<file path="src/rtl/vga_sync_if.sv">
// vga_sync_if: VGA timing outputs shared between the sync generator (master)
// and its consumers (slave).
interface vga_sync_if;
  logic hsync, vsync, video_on, p_tick, f_tick;
  logic [9:0] pix_x, pix_y;
  modport master (output hsync, vsync, video_on, p_tick, f_tick, pix_x, pix_y);
  modport slave (input hsync, vsync, video_on, p_tick, f_tick, pix_x, pix_y);
endinterface

</file>
<file path="src/rtl/vga_sync.sv">
// vga_sync: 640x480@60 Hz VGA timing generator; the pixel rate is clk/DIV.
module vga_sync #(
  parameter int DIV = 4,
  parameter bit SYNC_ACT = 1'b0
) (
  input logic clk,
  input logic reset,
  vga_sync_if.master vga
);
  localparam logic [9:0] H_END = 10'd799;
  localparam logic [9:0] V_END = 10'd524;
  localparam logic [3:0] P_END = 4'(DIV - 1);
  logic [3:0] cnt;
  logic [9:0] x, y, x_nx, y_nx;
  logic tick, hs, vs, ft, x_end, y_end;
  assign tick = cnt == P_END;
  // >= rather than == so a corrupted count still wraps on its next advance
  assign x_end = x >= H_END;
  assign y_end = y >= V_END;
  always_comb begin
    x_nx = tick ? (x_end ? '0 : x + 10'd1) : x;
    y_nx = tick && x_end ? (y_end ? '0 : y + 10'd1) : y;
  end
  // sync flops load from the next-state counts so they line up with pix_x/pix_y
  always_ff @(posedge clk or negedge reset)
    if (!reset) begin
      cnt <= '0;
      x <= '0;
      y <= '0;
      hs <= ~SYNC_ACT;
      vs <= ~SYNC_ACT;
      ft <= 1'b0;
    end else begin
      cnt <= cnt >= P_END ? '0 : cnt + 4'd1;
      x <= x_nx;
      y <= y_nx;
      hs <= (x_nx >= 10'd656 && x_nx <= 10'd751) ? SYNC_ACT : ~SYNC_ACT;
      vs <= (y_nx >= 10'd490 && y_nx <= 10'd491) ? SYNC_ACT : ~SYNC_ACT;
      ft <= tick && x_end && y_end;
    end
  assign vga.hsync = hs;
  assign vga.vsync = vs;
  assign vga.p_tick = tick;
  assign vga.f_tick = ft;
  assign vga.pix_x = x;
  assign vga.pix_y = y;
  assign vga.video_on = x < 10'd640 && y < 10'd480;
endmodule

</file>
<file path="src/flat_wrapper.sv">
// flat-port wrapper written by rule: the top's interface ports become plain ports
module vga_sync_flat 
#(
  parameter int DIV = 4,
  parameter bit SYNC_ACT = 1'b0
)
  (clk, reset, vga_hsync, vga_vsync, vga_video_on, vga_p_tick, vga_f_tick, vga_pix_x, vga_pix_y);
  vga_sync_if vga_i ();
  input logic clk;
  input logic reset;
  output wire logic [$bits(vga_i.hsync)-1:0] vga_hsync;
  output wire logic [$bits(vga_i.vsync)-1:0] vga_vsync;
  output wire logic [$bits(vga_i.video_on)-1:0] vga_video_on;
  output wire logic [$bits(vga_i.p_tick)-1:0] vga_p_tick;
  output wire logic [$bits(vga_i.f_tick)-1:0] vga_f_tick;
  output wire logic [$bits(vga_i.pix_x)-1:0] vga_pix_x;
  output wire logic [$bits(vga_i.pix_y)-1:0] vga_pix_y;
  assign vga_hsync = vga_i.hsync;
  assign vga_vsync = vga_i.vsync;
  assign vga_video_on = vga_i.video_on;
  assign vga_p_tick = vga_i.p_tick;
  assign vga_f_tick = vga_i.f_tick;
  assign vga_pix_x = vga_i.pix_x;
  assign vga_pix_y = vga_i.pix_y;
  vga_sync #(.DIV(DIV), .SYNC_ACT(SYNC_ACT)) u_core (.clk(clk), .reset(reset), .vga(vga_i));
endmodule
</file>
<file path="config.mk">
export PLATFORM = sky130hd
export DESIGN_NAME = vga_sync_flat
export DESIGN_NICKNAME = d
export VERILOG_FILES = /design/src/rtl/vga_sync_if.sv /design/src/rtl/vga_sync.sv /design/src/flat_wrapper.sv
export SDC_FILE = /design/constraint.sdc
export NUM_CORES = 1
export LEC_CHECK = 0
export ABC_AREA = 1
export BUFFER_PORTS_ARGS = -buffer_cell sky130_fd_sc_hd__buf_4
export CAP_MARGIN = 15
export CORE_UTILIZATION = 55
export DETAILED_ROUTE_END_ITERATION = 10
export GPL_ROUTABILITY_DRIVEN = 0
export GPL_TIMING_DRIVEN = 1
export PLACE_DENSITY = 0.82
export SLEW_MARGIN = 10
export SYNTH_ARGS = -nofsm -noshare
export SYNTH_HDL_FRONTEND = slang
export SYNTH_SLANG_ARGS = --single-unit
</file>
<file path="constraint.sdc">
create_clock -name clk -period 2.5 [get_ports clk]
set_clock_uncertainty 0.15 [all_clocks]
set_input_delay 0.125 -clock clk [delete_from_list [all_inputs] [get_ports clk]]
set_output_delay 0.125 -clock clk [all_outputs]
set_load 0.005 [all_outputs]
</file>
# [After elaboration in Yosys (flattened, before gate mapping)]
# Cells that the tools add are included.
# Widths: inputs -> output; s select.
[word_totals] ff_bits=27 inputBits=2 out_inout_bits=25
[op_classes] addsub=3 order_cmp=9 eq_ne=1 mux=7 n_reduce_logical=5
[op_table] op="$mux 10" count=4
[op_table] op="$ge 10x10->1 const B" count=3
[op_table] op="$add 10x1->10 const B" count=2
[op_table] op="$ge 10x9->1 const B" count=1
[op_table] op="$le 10x10->1 const B" count=1
[op_table] op="$le 10x9->1 const B" count=1
[op_table] op="$lt 10x10->1 const B" count=1
[op_table] op="$lt 10x9->1 const B" count=1
[op_table] op="$logic_and 1x1->1" count=5
[op_table] op="$add 4x1->4 const B" count=1
[op_table] op="$eq 4x2->1 const B" count=1
[op_table] op="$ge 4x2->1 const B" count=1
[op_table] op="$mux 4" count=1
[op_table] op="$mux 1" count=2

# [Logic depth before layout (Yosys ltp)]
# Gate-level depths: netlist of the first run.
[depth] ltp_word=6 mapped_depth=13 depth_no_buf=13

# [Least setup slack after synthesis of the first run]
# No wires, ideal clock.
[synth_path] path_kind="register to register" from="register u_core.x[0] (netlist: u_core.vga.pix_x[0])" to="register u_core.hs (netlist: u_core.vga.hsync)" setup_ns=0.083 arrival_ns=1.493 setup_slack_ns=0.774 path_stages_with_launch=13 path_buffers=1 period_less_slack_ns=1.726 path_cell_list="dfrtp_1 > ha_1 > nand2_1 > clkinv_1 > nand2_2 > nand2_4 > nand3_4 > buf_6 > nand3_1 > inv_1 > nand2_1 > nand2_1 > nand3_1"
[synth_between] elab_chain_cells=6
[synth_lines] element="from (decl)" line="vga_sync.sv:14" rtl="logic [9:0] x, y, x_nx, y_nx;"
[synth_lines] element="from (signal assigned)" line="vga_sync.sv:35" rtl="x <= x_nx;"
[synth_lines] element="$add 10x1->10 / $ge 10x10->1 (equally long branches)" line="vga_sync.sv:21, vga_sync.sv:18"
[synth_lines] element="$mux 10 * (2 in a row)" line="vga_sync.sv:21" rtl="x_nx = tick ? (x_end ? '0 : x + 10'd1) : x;"
[synth_lines] element="via u_core.x_nx[4]" line="vga_sync.sv:14"
[synth_lines] element="$ge 10x10->1 / $le 10x10->1 (equally long branches)" line="vga_sync.sv:37" rtl="hs <= (x_nx >= 10'd656 && x_nx <= 10'd751) ? SYNC_ACT : ~SYNC_ACT;"
[synth_lines] element="$logic_and 1x1->1 *" line="vga_sync.sv:37"
[synth_lines] element="$mux 1 *" line="vga_sync.sv:37"
[synth_lines] element="to (signal assigned)" line="vga_sync.sv:30" rtl="hs <= ~SYNC_ACT;"
[synth_lines] element="to (signal assigned)" line="vga_sync.sv:37"
[synth_lines] element="to (decl)" line="vga_sync.sv:15" rtl="logic tick, hs, vs, ft, x_end, y_end;"
# The timed path passes the listed nets; every way through them passes the cells marked *.

# [Worst setup path in the final report of the first run]
[layout_path] from="register u_core.x[0] (netlist: u_core.vga.pix_x[0])" to="register u_core.vs (netlist: u_core.vga.vsync)"
[layout_between] elab_chain_cells=6
[layout_lines] element="$ge 10x10->1 *" line="vga_sync.sv:18" rtl="assign x_end = x >= H_END;"
[layout_lines] element="$logic_and 1x1->1 *" line="vga_sync.sv:22" rtl="y_nx = tick && x_end ? (y_end ? '0 : y + 10'd1) : y;"
[layout_lines] element="$mux 10 *" line="vga_sync.sv:22"
[layout_lines] element="via u_core.y_nx[8]" line="vga_sync.sv:14"
[layout_lines] element="$ge 10x9->1 / $le 10x9->1 (equally long branches)" line="vga_sync.sv:38" rtl="vs <= (y_nx >= 10'd490 && y_nx <= 10'd491) ? SYNC_ACT : ~SYNC_ACT;"
[layout_lines] element="$logic_and 1x1->1 *" line="vga_sync.sv:38"
[layout_lines] element="$mux 1 *" line="vga_sync.sv:38"
[layout_lines] element="to (signal assigned)" line="vga_sync.sv:31" rtl="vs <= ~SYNC_ACT;"
[layout_lines] element="to (signal assigned)" line="vga_sync.sv:38"
[layout_lines] element="to (decl)" line="vga_sync.sv:15"
# Marks and branches as above.

==> results of run 1 <==
-- critical path, stage by stage, from the launching register on --
cell      delay [ns]
dfrtp_1         0.43
ha_1            0.18
nand2_1         0.11
clkinv_1        0.07
nand2_2         0.06
nand2_4         0.09
nand3_4         0.19
nor2_2          0.22
nand2_1         0.07
nand2_1         0.09
nand2_1         0.06
nor2_1          0.09
nand2_1         0.06
-- cell type report --
cell class | count | share of cell area
clock buffers | 3 | 0.01221
flip-flops and latches | 27 | 0.3677
multi-input cells | 147 | 0.4077
well taps | 31 | 0.02103
inverters | 36 | 0.07598
repair buffers | 27 | 0.1113
clock inverters | 1 | 0.004071
-- cell families after synthesis --
kind of cell	Yosys count	share of synthesized area
AOI/OAI and AO/OA	16	0.06457
xor gates and xnor gates	3	0.01654
adders and majority gates	4	0.03150
buffers and inverters	38	0.1024
DFF	27	0.4268
other	1	0.002360
and+or+nand+nor	122	0.3559
-- synthesized netlist by cell type, drive strengths merged --
cell type	number
nor3	3
conb	1
nand2	67
xor2	2
clkinv	3
buf	2
dfstp	2
xnor2	1
nand3	25
inv	33
o21ai	12
dfrtp	25
nand4	4
nor2	22
o221ai	1
a21oi	3
ha	4
and2	1
-- layer usage --
metal  vias up  wire length [µm]
li1        719                 -
met1       649              1475
met2        52              1535
met3         6               205
met4         0                59
met5         -                 0
-- sequential cells by signal (all words and copies together), names as in the netlist --
signal / flops
u_core.vga.pix_x: 10
u_core.vga.hsync: 1
u_core.cnt: 4
u_core.vga.f_tick: 1
u_core.vga.pix_y: 10
u_core.vga.vsync: 1
-- power groups by stage --
stage	clock network [W]	logic [W]	registers, W
final	0.000188	0.0000215	0.000447
after global routing	0.000210	0.0000260	0.000447
after CTS	0.000197	0.0000225	0.000447
after detailed placement	0	0.0000212	0.000455
after global placement	0	0.0000216	0.000454
after floorplan	0	0.00000672	0.000454
-- worst paths after layout --
kind,startpoint,endpoint,slack [ns],depth (start not counted)
hold reg to reg,u_core.cnt[0]$_DFF_PN0_,u_core.cnt[0]$_DFF_PN0_,0.29,1
max in group asynchronous,reset,u_core.vga.vsync$_DFF_PN1_,1.84,2
setup reg to reg,u_core.vga.pix_x[0]$_DFF_PN0_,u_core.vga.vsync$_DFF_PN1_,0.59,12
hold / removal,reset,u_core.vga.pix_x[4]$_DFF_PN0_,0.06,2
min in group clk,u_core.cnt[0]$_DFF_PN0_,u_core.cnt[0]$_DFF_PN0_,0.29,1
setup / recovery,u_core.vga.pix_x[0]$_DFF_PN0_,u_core.vga.vsync$_DFF_PN1_,0.59,12
-- repair_timing --
item | in CTS | in global routing
setup buffers | 0 | 0
hold buffers | 1 | 0
hold endpoints to repair | 27 | 0
setup endpoints to repair | 0 | 0
-- stage by stage --
step,util,hold slack [ns]
6_report,0.6688,0.05537
5_1_grt,0.6688,0.08319
2_1_floorplan,-,-0.3206
3_3_place_gp,0.6543,-0.09783
3_5_place_dp,0.6543,-0.09746
4_1_cts,0.6688,0.06847
==> impl_metrics.yaml, run 1 <==
status:
  status: "finished clean"
cts:
  cts_tree: "built"
  clk_path_buf_depth: 2
  htreeDepth: 1
  cts_inserted_buffers: 3
  insertion_delay_ns: 0.33
  cts_num_sinks: 27
  cts_resized: 0
  clkTransAtPathRegs_ns: 0.15
  cts_root_buf: "clkbuf_4"
placed_design:
  io_buffer_count: 26
  dp_hpwl_um: 2512
  placed_cell_area_um2: 1804
  dp.cells: 267
  pre_cts_ws_ns: 0.5887
floorplanning:
  start_util: 0.5762
  num_rows: 19
  io_pins: 27
  core_area_um2: 2758
  dieArea_um2: 3108
  dieHeight_um: 55.75
  die_w_um: 55.75
cells_and_area:
  drive_gt1_frac: 0.2199
  final_cell_count_no_fill: 272
  fillers: 260
  nets: 248
  final_area_um2: 1844
  final_common_cell: "nand2_1"
  final_cell_mix: "62 x nand2_1, 28 x inv_1, 26 x buf_4"
  area_delta_synth_final_pct: 16.06
  regArea_um2: 678.2
  multi_input_area_um2: 752.0
  diodes: 0
synth:
  synth-seq-area-share: 0.4268
  synthTopCellsByArea: "dfrtp_1 39%, nand2_1 15%, nand3_1 6.9%"
  yosys.area.top_type_share: 0.3937
  synth-seq-cells: 27
  synth_area_per_cell_um2: 7.531
  syn_inst: 211
  yosys_warnings: 0
  ys_types: 30
  syn-cell-area_um2: 1589
  synth_top_area_cell: "dfrtp_1"
route:
  wl_per_cell_um: 12.04
  drt-total-wl_um: 3274
  drtIter0Drc: 44
  drc_errors: 0
  ant_nets: 0
  drt-pass1-iter-count: 4
  vias_per_cell: 5.243
  vias: 1426
pwr:
  sw_frac_of_total: 0.2208
  ir_worst_vdd_v: 0.0004159
  p_seq_frac: 0.680
  fin_total_pwr_w: 0.0006564
  p_switching_w: 0.0001449
  pwr-share-comb: 0.033
  p_clk_frac: 0.287
  power_density_nw_per_um2: 355.9
  p_leak_nw: 1.031
  p_int_w: 0.0005115
global_routing:
  top_usage_layer: "met2"
  grt_pass1_wl_um: 5375
  met1_usage: 0.3120
  use_met2: 0.3408
  grt_usage: 0.2206
  grt_max_degree: 28
  grt-ovfl-total: 0
  antenna_found_initial: 0
  grt_pass1_vias: 1198
  grt_use_met3: 0.04884
timing:
  setup_viol_count_final: 0
  setup_ws_ns: 0.5910
  min_period_ns: 1.909
  timing.fmax_mhz: 523.8
  fin_setup_tns_ns: 0
  maxSlewViolCount: 0
  finalHoldViolCount: 0
  rsz0062_at_grt: "no"
  fin_crit_sh: 0.7636
setup_path:
  path_class: "reg2reg"
  required_ns: 2.63
  critPathArrivalTime_ns: 2.04
  start_kind: "register"
  end_kind: "register"
  critPathMaxFanout: 18
min_path:
  hold_path_class: "in2async"
flow_run:
  cap_violations: 0
Power figures use the tool's default switching activity.
==> run 2: changes to the inputs <==
--- a/config.mk
+++ b/config.mk
@@ -8,11 +8,11 @@
 export ABC_AREA = 1
 export BUFFER_PORTS_ARGS = -buffer_cell sky130_fd_sc_hd__buf_4
 export CAP_MARGIN = 15
-export CORE_UTILIZATION = 55
+export CORE_UTILIZATION = 50
 export DETAILED_ROUTE_END_ITERATION = 10
 export GPL_ROUTABILITY_DRIVEN = 0
 export GPL_TIMING_DRIVEN = 1
-export PLACE_DENSITY = 0.82
+export PLACE_DENSITY = 0.79
 export SLEW_MARGIN = 10
 export SYNTH_ARGS = -nofsm -noshare
 export SYNTH_HDL_FRONTEND = slang
==> constraint.sdc (replaced) <==
create_clock -name clk -period 1.55 [get_ports clk]
set_clock_uncertainty 0.15 [all_clocks]
set_input_delay 0.0775 -clock clk [delete_from_list [all_inputs] [get_ports clk]]
set_output_delay 0.0775 -clock clk [all_outputs]
set_load 0.005 [all_outputs]
==> run 2 against run 1 <==
The run now ends with negative setup slack left; via count is 38% higher; sequential power is 61% higher; utilization is 21 points higher; hold slack got worse by 0.032 ns; largest cell class unchanged; largest power group unchanged.
==> impl_metrics.yaml, run 2 (synthesis gave the netlist of run 1 again) <==
timing:
  fin_crit_sh: 1.228
  setup_ws_ns: -0.3534
  maxSlewViolCount: 0
  min_period_ns: 1.903
  finalHoldViolCount: 0
  rsz0062_at_grt: "yes"
  setup_viol_count_final: 22
  timing.fmax_mhz: 525.4
setup_path:
  start_kind: "register"
  critPathTopFamily: "simple AND/OR/NAND/NOR gates"
  end_kind: "register"
  r2r-end: "u_core.vga.vsync$_DFF_PN1_"
  r2r_slack_ns: -0.35
  worstPathCellList: "ha_4 > nand2_4 > inv_4 > nand2_4 > nand2_4 > nand3_4 > nand2_1 > inv_1 > a21oi_2 > nand2_1 > nor2_2 > nand2_1"
  required_ns: 1.69
  path_class: "reg2reg"
  critPathMaxFanout: 7
  r2r_start: "u_core.vga.pix_x[1]$_DFF_PN0_"
  crit_slowest_cell: "dfrtp_1"
  slowest_delay_ns: 0.43
  crit_buf_inv: 2
  critPathArrivalTime_ns: 2.04
  worstSetupPathDepth: 12
  reg2reg_depth: 12
status:
  status: "finished, violations left"
  failed_checks: "negative setup slack"
route:
  vias_per_cell: 5.684
  drc_errors: 0
  drt-total-wl_um: 6406
  wl_per_cell_um: 18.57
  drt-pass1-iter-count: 5
  ant_nets: 0
  vias: 1961
  drtIter0Drc: 185
floorplanning:
  core_area_um2: 3028
  num_rows: 20
  io_pins: 27
  die_w_um: 58.38
  dieArea_um2: 3408
  start_util: 0.5248
  dieHeight_um: 58.38
cts:
  clk_path_buf_depth: 2
  cts_inserted_buffers: 3
  insertion_delay_ns: 0.34
  htreeDepth: 1
  cts_num_sinks: 27
  cts_tree: "built"
  clkTransAtPathRegs_ns: 0.16
  cts_root_buf: "clkbuf_4"
cells_and_area:
  final_util: 0.8798
  diodes: 0
  drive_gt1_frac: 0.5449
  area_delta_synth_final_pct: 67.64
  final_common_cell: "buf_4"
  final_cell_mix: "69 x buf_4, 49 x nand2_1, 23 x dfrtp_1"
  final_cell_count_no_fill: 345
  nets: 308
  final_area_um2: 2664
global_routing:
  grt-ovfl-total: 0
  grt_pass1_wl_um: 7141
  grt_pass1_vias: 1605
  grt_usage: 0.2754
  grt_max_degree: 28
  antenna_found_initial: 0
pwr:
  p_leak_nw: 1.457
  power_density_nw_per_um2: 414.3
  ir_worst_vdd_v: 0.0004254
  fin_total_pwr_w: 0.001104
placed_design:
  io_buffer_count: 26
  dp_hpwl_um: 2849
  pre_cts_ws_ns: -0.2220
  dp.cells: 327
  placed_cell_area_um2: 2185
flow_run:
  cap_violations: 0
min_path:
  hold_path_class: "in2async"
-- run 2: cell types whose count changed in the layout (fill, tap and decap cells not counted), moves of 6 or more --
cell / change
buf_4: +43
buf_6: +14
nand2_1: -13
nand3_1: -10
nor2_1: -8
nand2_2: +7
inv_1: -6
nand2_4: +6
nand3_2: +6
-- run 2: power by group --
part | internal (W) | leakage, nW | switching, W
Combinational | 0.0000229 | 1.08 | 0.0000331
Sequential | 0.000714 | 0.361 | 0.00000764
Clock | 0.000101 | 0.0150 | 0.000225
Total | 0.000838 | 1.46 | 0.000266
-- run 2: worst register-to-register path: cells and delay by family (launching register included) --
family | cells | cell delay [ns]
DFF | 1 | 0.43
adders and majority gates | 1 | 0.17
and+or+nand+nor | 8 | 0.81
buffers and inverters | 2 | 0.15
AOI/OAI and AO/OA | 1 | 0.16
-- run 2: how the worst max path moves through the flow --
| stage | from | slack [ns] | endpoint |
|---|---|---|---|
| after floorplan | u_core.vga.pix_x[0]$_DFF_PN0_ | -0.08 | u_core.vga.vsync$_DFF_PN1_ |
| after global placement | u_core.vga.pix_x[0]$_DFF_PN0_ | -0.15 | u_core.vga.vsync$_DFF_PN1_ |
| after detailed placement | u_core.vga.pix_x[1]$_DFF_PN0_ | -0.22 | u_core.vga.vsync$_DFF_PN1_ |
| after CTS | u_core.vga.pix_x[0]$_DFF_PN0_ | -0.20 | u_core.vga.vsync$_DFF_PN1_ |
| after global routing | u_core.vga.pix_x[1]$_DFF_PN0_ | -0.46 | u_core.vga.vsync$_DFF_PN1_ |
| final | u_core.vga.pix_x[1]$_DFF_PN0_ | -0.35 | u_core.vga.vsync$_DFF_PN1_ |
-- run 2: through the flow --
step	TNS, ns	hold slack [ns]
2_1_floorplan	-0.1711	-0.3681
3_3_place_gp	-0.4780	-0.1435
3_5_place_dp	-0.7972	-0.1420
4_1_cts	-1.337	0.03979
5_1_grt	-5.027	0.03414
6_report	-3.275	0.02334
-- run 2: layout make-up --
cell class	instances	area [µm²]
Multi-Input combinational cell	147	1018
Timing Repair Buffer	87	735.7
Sequential cell	27	680.7
Fill cell	143	364.1
Inverter	36	147.6
Tap cell	44	55.05
Clock buffer	4	26.28
-- run 2: what timing repair did --
action | CTS | global route
setup buffers | 11 | 7
gates resized for setup | 27 | 70
pin swaps | 13 | 25
setup endpoints to repair | 16 | 25
endpoints found under the hold margin | 27 | 0
hold buffers | 1 | 0
-- run 2: layer usage --
| metal | track usage | routed length (µm) | vias to the layer above |
|---|---|---|---|
| li1 | - | - | 843 |
| met1 | 0.3908 | 2324 | 925 |
| met2 | 0.4401 | 3190 | 150 |
| met3 | 0.02857 | 531 | 43 |
| met4 | 0.1020 | 360 | 0 |
| met5 | 0 | 0 | - |
==> run 3: changes to the inputs <==
--- a/config.mk
+++ b/config.mk
@@ -8,11 +8,13 @@
 export ABC_AREA = 1
 export BUFFER_PORTS_ARGS = -buffer_cell sky130_fd_sc_hd__buf_4
 export CAP_MARGIN = 15
-export CORE_UTILIZATION = 50
+export CORE_UTILIZATION = 52
+export CTS_BUF_LIST = sky130_fd_sc_hd__clkbuf_4
 export DETAILED_ROUTE_END_ITERATION = 10
 export GPL_ROUTABILITY_DRIVEN = 0
 export GPL_TIMING_DRIVEN = 1
-export PLACE_DENSITY = 0.79
+export PLACE_DENSITY = 0.82
+export SKIP_CTS_REPAIR_TIMING = 1
 export SLEW_MARGIN = 10
 export SYNTH_ARGS = -nofsm -noshare
 export SYNTH_HDL_FRONTEND = slang
==> run 3 against run 2 <==
The flow finishes with violations (design-rule violations, negative hold slack, negative setup slack); clock power up 10%; sequential power is essentially flat; die area shrank 3.7%; first-iteration DRC count decreased by 7.0%; non-clock buffer count decreased by 3; wire length shrank 18%; critical path depth unchanged; sequential share of layout area up 2.1 points; register-to-register slack gained 0.05 ns; setup slack improved by 0.053 ns; utilization fell by 1.2 points; via count decreased by 4.6%; highest routed layer unchanged.
==> impl_metrics.yaml, run 3 (synthesis gave the netlist of run 1 again) <==
cells_and_area:
  regArea_um2: 679.4
  final_area_um2: 2454
  drive_gt1_frac: 0.4816
  area_delta_synth_final_pct: 54.41
  final_cell_mix: "78 x buf_4, 54 x nand2_1, 24 x dfrtp_1"
  fillers: 134
  nets: 306
  multi_input_area_um2: 904.6
  diodes: 0
  final_common_cell: "buf_4"
floorplanning:
  dieHeight_um: 57.28
  num_rows: 19
  io_pins: 27
  core_area_um2: 2829
  dieArea_um2: 3281
  die_w_um: 57.28
  start_util: 0.5617
status:
  failed_checks: "design-rule violations, negative hold slack, negative setup slack"
  status: "finished, violations left"
route:
  drtIter0Drc: 172
  wl_per_cell_um: 15.82
  vias: 1870
  drt-pass1-iter-count: 11
  drc_errors: 2
  drt-total-wl_um: 5221
  ant_nets: 0
  vias_per_cell: 5.667
cts:
  clk_path_buf_depth: 2
  clkTransAtPathRegs_ns: 0.17
  htreeDepth: 1
  cts_root_buf: "clkbuf_4"
  cts_num_sinks: 27
  cts_inserted_buffers: 3
  cts_tree: "built"
  insertion_delay_ns: 0.37
timing:
  rsz0062_at_grt: "yes"
  setup_viol_count_final: 20
  finalHoldViolCount: 16
  fin_crit_sh: 1.194
  maxSlewViolCount: 0
  setup_ws_ns: -0.3001
  fin_setup_tns_ns: -2.622
  whs_ns: -0.01511
  min_period_ns: 1.850
  timing.fmax_mhz: 540.5
setup_path:
  critPathArrivalTime_ns: 2.01
  end_kind: "register"
  r2r_slack_ns: -0.30
  path_class: "reg2reg"
  cp-endpoint: "u_core.vga.vsync$_DFF_PN1_"
  r2r_start: "u_core.vga.pix_x[0]$_DFF_PN0_"
  critPathMaxFanout: 8
  r2r-end: "u_core.vga.vsync$_DFF_PN1_"
  required_ns: 1.71
  crit_start: "u_core.vga.pix_x[0]$_DFF_PN0_"
  start_kind: "register"
  reg2reg_depth: 12
placed_design:
  dp_hpwl_um: 2929
  io_buffer_count: 26
  placed_cell_area_um2: 2183
min_path:
  hold_path_class: "in2async"
pwr:
  p_leak_nw: 1.350
  power_density_nw_per_um2: 459.8
  ir_worst_vdd_v: 0.0003953
global_routing:
  grt_pass1_vias: 1564
  grt_usage: 0.2720
  grt_max_degree: 28
  grt-ovfl-total: 0
  grt_pass1_wl_um: 6741
  antenna_found_initial: 0
flow_run:
  cap_violations: 0
## run 3: cell types whose count changed in the layout (fill, tap and decap cells not counted), moves of 3 or more
| cell | before | now |
|---|---|---|
| nand3_1 | 12 | 16 |
| buf_6 | 14 | 4 |
| nor2_1 | 10 | 15 |
| nand2_4 | 8 | 5 |
| nor2_4 | 6 | 3 |
| nand2_1 | 49 | 54 |
| buf_4 | 69 | 78 |
## run 3: power breakdown
part / switching (W) / total, W / internal, W / leakage [nW]
logic: 0.0000284 / 0.0000505 / 0.0000221 / 0.969
clock network: 0.000253 / 0.000359 / 0.000106 / 0.0183
registers: 0.00000436 / 0.000718 / 0.000714 / 0.363
total: 0.000286 / 0.00113 / 0.000842 / 1.35
## run 3: worst min path at each step
stage	start	to	slack, ns
after floorplan	reset	u_core.cnt[0]$_DFF_PN0_	-0.37
after global placement	reset	u_core.vga.pix_x[6]$_DFF_PN0_	-0.14
after detailed placement	reset	u_core.vga.pix_x[6]$_DFF_PN0_	-0.14
after CTS	reset	u_core.vga.pix_x[6]$_DFF_PN0_	-0.55
after global routing	reset	u_core.vga.pix_x[6]$_DFF_PN0_	-0.004
final	reset	u_core.vga.pix_x[7]$_DFF_PN0_	-0.02
## run 3: final cells by class
type	count	area share
multi-input cells	148	0.3687
flip-flops and latches	27	0.2769
repair buffers	84	0.2672
inverters	36	0.05864
well taps	31	0.01581
clock buffers	3	0.009179
clock inverters	1	0.003570
## run 3: metrics by stage
stage | power (W) | cells | setup slack [ns] | util
3_3_place_gp | 0.0007758 | 316 | -0.1511 | 0.7718
5_1_grt | 0.001166 | 330 | -0.4658 | 0.8673
4_1_cts | 0.001118 | 320 | -0.2496 | 0.7828
3_5_place_dp | 0.0007778 | 316 | -0.2173 | 0.7718
2_1_floorplan | 0.0007440 | 212 | -0.08420 | -
6_report | 0.001128 | 330 | -0.3001 | 0.8673
## run 3: critical path: stages (launching register included)
cell and delay, ns:
dfrtp_1 0.39, ha_2 0.20, nand2_2 0.07, clkinv_2 0.06, nand2_2 0.06, nand2_4 0.11, nand2_4 0.07, nor2_4 0.26
nand2_1 0.10, nand2_1 0.10, nand3_1 0.08, nor2_1 0.09, nand2_1 0.06
## run 3: per-layer routing
layer / up-vias / wire length, µm / global-route usage / part of all wire
li1: 835 / - / - / -
met4: 0 / 242 / 0.1324 / 0.046
met5: - / 0 / 0 / 0
met1: 892 / 2014 / 0.3566 / 0.39
met2: 107 / 2466 / 0.4353 / 0.47
met3: 36 / 497 / 0.05215 / 0.095
